==> config.mk <==
export PLATFORM = sky130hd
export DESIGN_NAME = mips_reg_bank
export DESIGN_NICKNAME = d
export VERILOG_FILES = /design/src/rtl/mips_reg_bank.sv
export SDC_FILE = /design/constraint.sdc
export NUM_CORES = 2
export LEC_CHECK = 0
export BUFFER_PORTS_ARGS = -buffer_cell sky130_fd_sc_hd__buf_2
export CORE_AREA = 8 8 310 312
export CTS_CLUSTER_DIAMETER = 80
export DETAILED_ROUTE_END_ITERATION = 10
export DIE_AREA = 0 0 318 320
export GPL_ROUTABILITY_DRIVEN = 0
export PLACE_DENSITY = 0.73
export SKIP_LAST_GASP = 1
export SYNTH_ARGS = -nofsm -noshare
export SYNTH_HDL_FRONTEND = slang
export SYNTH_SLANG_ARGS = --single-unit
export TNS_END_PERCENT = 5
==> constraint.sdc <==
create_clock -name clk -period 2.9 [get_ports clk]
set_input_delay 0.435 -clock clk [delete_from_list [all_inputs] [get_ports clk]]
set_output_delay 0.435 -clock clk [all_outputs]
set_load 0.005 [all_outputs]
==> src/rtl/mips_reg_bank.sv <==
// rtl/mips_reg_bank.sv - 32-entry MIPS register file, two combinational read ports, one write port
module mips_reg_bank #(
    parameter int                DATA_W   = 32,
    parameter int                SP_INDEX = 29,
    parameter logic [DATA_W-1:0] SP_RESET = 227,
    parameter int                BYPASS   = 1
) (
    input  logic              clk,
    input  logic              reset_n,
    input  logic              reg_write,
    input  logic [4:0]        read_reg1,
    input  logic [4:0]        read_reg2,
    input  logic [4:0]        write_reg,
    input  logic [DATA_W-1:0] write_data,
    output logic [DATA_W-1:0] read_data1,
    output logic [DATA_W-1:0] read_data2
);

    // Register 0 has no storage; its reads are forced to zero below.
    logic [DATA_W-1:0] regs_q [1:31];
    logic [DATA_W-1:0] regs_d [1:31];

    always_comb begin
        regs_d = regs_q;
        if (reg_write && (write_reg != 5'd0)) begin
            regs_d[write_reg] = write_data;
        end
    end

    always_ff @(posedge clk or negedge reset_n) begin
        if (!reset_n) begin
            for (int i = 1; i < 32; i++) begin
                regs_q[i] <= (i == SP_INDEX) ? SP_RESET : '0;
            end
        end else begin
            regs_q <= regs_d;
        end
    end

    // Forwarding is suppressed while in reset so outputs track the reset contents.
    logic byp1, byp2;
    assign byp1 = (BYPASS != 0) && reset_n && reg_write && (write_reg == read_reg1);
    assign byp2 = (BYPASS != 0) && reset_n && reg_write && (write_reg == read_reg2);

    always_comb begin
        read_data1 = '0;
        if (read_reg1 != 5'd0) begin
            read_data1 = byp1 ? write_data : regs_q[read_reg1];
        end
    end

    always_comb begin
        read_data2 = '0;
        if (read_reg2 != 5'd0) begin
            read_data2 = byp2 ? write_data : regs_q[read_reg2];
        end
    end

endmodule

======== Yosys cells after proc, flatten, opt, wreduce, memory -nomap -nowiden ========
Cells that the tools add are included.
word-level totals
  register bits after elaboration ......... 992
  output and inout port bits .............. 64
  input port bits ......................... 50
  word-level logic and storage cells ...... 61
cells by class
  order comparisons ....................... 4
  reductions and logical operators ........ 8
  multiplexer cells ....................... 13
  equal/unequal tests ..................... 2
  bitwise logic cells ..................... 3
operator list
  cell                                                         number
  bitwise mux 992 bit                                          1
  binary-select mux 32 bit (select 5 bit)                      2
  two-way mux 32 bit                                           9
  demux 32 bit (select 5 bit)                                  1
  greater-or-equal comparator 6 bit (second input constant)    3
  inverter 5 -> 6 bit                                          3
  nonzero test 5 bit                                           3
  == test 5 bit                                                2
  less-than comparator 6 x 1 -> 1 bit (second input constant)  1
  logical AND 1 bit                                            5

======== Longest topological paths before layout ========
  depth after elaboration ................. 6
  depth in mapped cells ................... 9
  depth with buffers taken out ............ 5

======== Worst setup path before layout ========
No wires, ideal clock.
  kind .................................... input to output
  from .................................... in read_reg1[1]
  to ...................................... out read_data1[0]
  buffers on the path ..................... 4
  slack ................................... 0.547 ns
  stages .................................. 8
  data arrival time ....................... 1.918 ns
  required time ........................... 2.465 ns
  cell sequence ........................... buf_4 -> buf_6 -> buf_4 -> buf_2 -> mux4_2 -> a22oi_1 -> nand4_1 -> a22o_1
between the ends
  word-level cells in the longest chain between the ends .. 6
  elaborated cells on any way between the ends .. 9
  those cells by class .................... eq/ne: 1; mux: 5; bitwise: 1; reduce/logical: 2
RTL lines
  item                                                    RTL line  text
  start, declared                                         11        input logic [4:0] read_reg1,
  inverter 5 -> 6 bit (implied by the code)               48        read_data1 = byp1 ? write_data : regs_q[read_reg1];
  binary-select mux 32 bit (select 5 bit)                 48
  two-way mux 32 bit (implied by the code) (2 in series)  48
  two-way mux 32 bit                                      48
  two-way mux 32 bit (*)                                  47        if (read_reg1 != 5'd0) begin
  end, declared                                           15        output logic [DATA_W-1:0] read_data1,
Every way passes the cells marked *; elsewhere a longest branch is shown, timed or not. The select of a mux whose other input is x is not followed.

======== Worst setup path after layout ========
  from .................................... reg regs_q[776] in the netlist's numbering
  to ...................................... out read_data2[8]
between the ends
  word-level cells in the longest chain between the ends .. 5
RTL lines
  item                                                    RTL line  text
  start, declared                                         20        logic [DATA_W-1:0] regs_q [1:31];
  start signal, assigned by index                         33        regs_q[i] <= (i == SP_INDEX) ? SP_RESET : '0;
  start signal, assigned                                  36        regs_q <= regs_d;
  binary-select mux 32 bit (select 5 bit)                 55        read_data2 = byp2 ? write_data : regs_q[read_reg2];
  two-way mux 32 bit (implied by the code) (2 in series)  55
  two-way mux 32 bit                                      55
  two-way mux 32 bit                                      54        if (read_reg2 != 5'd0) begin
  end, declared                                           16        output logic [DATA_W-1:0] read_data2
No other way between the ends. The select of a mux whose other input is x is not followed.

==> qor.txt <==
core area = 91,000 sq um
initial antenna violation count = 8
CTS tree = built
Critical Path RT = 2470 ps
Synth cell types = 66
Sink Count = 992
FP Rows = 111
Seq/Total Area, Yosys = 0.459
DR DRC count = 0
die width = 318 um
HP Start = write_data[5]
Worst path max stage delay = 410 ps
highest clock rate = 324 MHz
Worst EP arrival = 2650 ps
Hold Crit Class = in -> reg
Final period util = 1.06
Max Buffers Root-to-Sink = 3
drt via density = 7.27
total die area = 102,000 sq um
post-DP HPWL = 117,000 um
Syn Nets = 3,843
depth of the CTS H-tree = 3
Tot GR Track Use = 0.352
commonest non-fill, non-tap cells in the layout = 1,037 x mux2_2, 987 x dfrtp_1, 380 x mux4_2
R2R Path End = regs_q[821]
CP endpoint kind = output pin
Regs by FF count = regs_q (992)
RSZ-0062 raised after global routing = true
Root Driver = clkbuf_16
clock skew = 0 ps
Layout area overhead = 15.6%
commonest non-fill, non-tap cell in the layout = mux2_2
Clock Latency Late Sink = 700 ps
Starting Density = 0.595
ys async rst share = 1.00
fin cells = 5,262
Crit Path Max Fanout = 3
Leakage = 27.3 nW
drt first-iter violations = 4,806
Final min period = 3080 ps
cells on worst reg2reg path = 2
max FFs per register = 992
cell breakdown of the critical path = mux2i_1, o22ai_1, or3_1, a21oi_1, nor4_2, buf_2
CP bufs+invs = 1
Final Hold Vio Count = 0
share of cells above drive strength 1 = 0.540
Final WS setup = -184 ps
I/O pins = 114
status = finished, violations left
Hold Path Sink = regs_q[869]
Max IR drop VDD = 0.483 mV
Fillers = 6,136
first-pass GRT wire length = 268,000 um
Clock transition at path regs = 60 ps
final slew viol count = 0
# placed instances = 5,049
Syn Area/Cell = 14.3 sq um
fin nets = 4,029
Setup crit start kind = flip-flop
drt total wl = 182,000 um
drt pass-1 iters = 6
grt total ovfl = 0
cell area power density = 678 nW/um^2
max_cap viols = 0
flops & latches, synth = 992
Reg2Reg Setup Slack = 1980 ps
Die Height = 320 um
wire length per cell = 34.5 um
Mapped Cells = 3,793
Main synth FF type = dfrtp_1
yosys warns = 0
critical path type = reg -> out
largest net degree at the start of global routing = 168
launching point of the worst reg2reg path = regs_q[821]
Rel. slew slack = 0.336
Post-Route Hold Slack = 84.5 ps
Final ANT Viol Nets = 0
Reg with most FFs = regs_q
via count = 38,300
number of global-route vias before repair = 39,000
CP top delay family = simple AND/OR/NAND/NOR gates
Worst-Margin Slew = 997 ps
Num CTS Buffers = 105
final setup vio count = 38
Cell Area, Synth = 54,100 sq um
Post-synth EDFFs = 0
failing checks = negative setup slack
CP max-delay cell = or3_1
Hold Path Cell Cnt = 2
Port Buffers = 113
-- per-stage QoR --
| stage | area (sq um) | setup TNS, ps | utilization | worst slack, ps | power, mW |
|---|---|---|---|---|---|
| finish | 62500 | -1990 | 0.687 | -184 | 42.4 |
| global route | 62500 | -4590 | 0.687 | -177 | 43.9 |
| CTS | 62500 | -2180 | 0.687 | -83.9 | 42.3 |
| detailed placement | 58400 | -6690 | 0.642 | -444 | 27.6 |
| global placement | 58400 | -7440 | 0.642 | -466 | 27.3 |
| floorplan | 54100 | 0 | - | 547 | 24.5 |
-- synth_stat cells (all sizes together), types with 5 or more instances --
library cell	n	share of area
nor2	66	0.0046
or2	5	0.00058
clkbuf	164	0.011
mux4	380	0.16
a21oi	69	0.0064
nor3	38	0.0036
dfrtp	987	0.46
or3	20	0.0023
a221o	12	0.0022
o22a	20	0.0032
a221oi	28	0.0045
nor4	35	0.0054
and2	10	0.0012
nand3	7	0.00065
o21ai	20	0.0018
mux2	1061	0.22
and3	24	0.0028
mux2i	153	0.028
xnor2	8	0.0013
nand2b	9	0.0010
a211oi	16	0.0022
buf	250	0.027
nor2b	33	0.0038
a22o	31	0.0050
dfstp	5	0.0024
nand3b	24	0.0033
o22ai	75	0.0087
o221ai	12	0.0019
o41ai	8	0.0024
nor3b	6	0.0011
a22oi	89	0.012
a31oi	10	0.0012
a311oi	13	0.0021
nand2	78	0.0054
-- cell families after synthesis --
| kind of cell | count (synthesis) | share of synthesized area |
|---|---|---|
| AO/OA/AOI/OAI | 418 | 0.0567 |
| flip-flops | 992 | 0.459 |
| multiplexers | 1594 | 0.407 |
| buffers and inverters | 417 | 0.0386 |
| AND/OR/NAND/NOR | 362 | 0.0368 |
| XOR/XNOR | 10 | 0.00162 |
-- metal layers --
| metal | GRT usage | vias to the layer above | part of all wire |
|---|---|---|---|
| li1 | - | 15100 | - |
| met1 | 0.482 | 20200 | 0.39 |
| met2 | 0.509 | 2425 | 0.43 |
| met3 | 0.104 | 538 | 0.12 |
| met4 | 0.188 | 2 | 0.061 |
| met5 | 0 | - | 0.000072 |
-- where the power goes --
group,total (mW),switching [mW],internal (mW)
sequential,18.6,2.07,16.6
combinational,9.17,3.82,5.36
clock,14.6,5.85,8.74
-- worst max path at each step --
stage,from,endpoint,slack (ps),depth (start not counted)
after floorplan,read_reg1[1],read_data1[0],550,8
after global placement,write_reg[2],read_data2[11],-470,10
after detailed placement,write_reg[2],read_data2[11],-440,9
after CTS,regs_q[541],read_data2[29],-80,7
after global routing,write_reg[4],read_data2[31],-180,10
final,regs_q[776],read_data2[8],-180,6
-- cell type report --
type                            instances  area (sq um)  area share
Antenna cell                            5          12.5    0.000200
Tap cell                             1186          1480      0.0237
Multi-Input combinational cell       2384         27600       0.442
Clock inverter                         49           618     0.00988
Timing Repair Buffer                  493          4840      0.0773
Clock buffer                          150          3130      0.0501
Sequential cell                       992         24800       0.397
Inverter                                3          11.3    0.000180
-- timing repair --
item,in CTS,in global routing
pin swaps,19,6
endpoints found under the hold margin,119,0
setup buffers,8,2
gates resized for setup,35,15
endpoints found under the setup margin,48,52
cloned,2,0
hold buffers,1,0
-- worst reg2reg max path: cells and delay by family (launching register included) --
family | cells | cell delay, ps
flops | 1 | 400
mux | 1 | 260
buf+inv | 1 | 140
No activity file was read; power rests on OpenSTA's default activity.
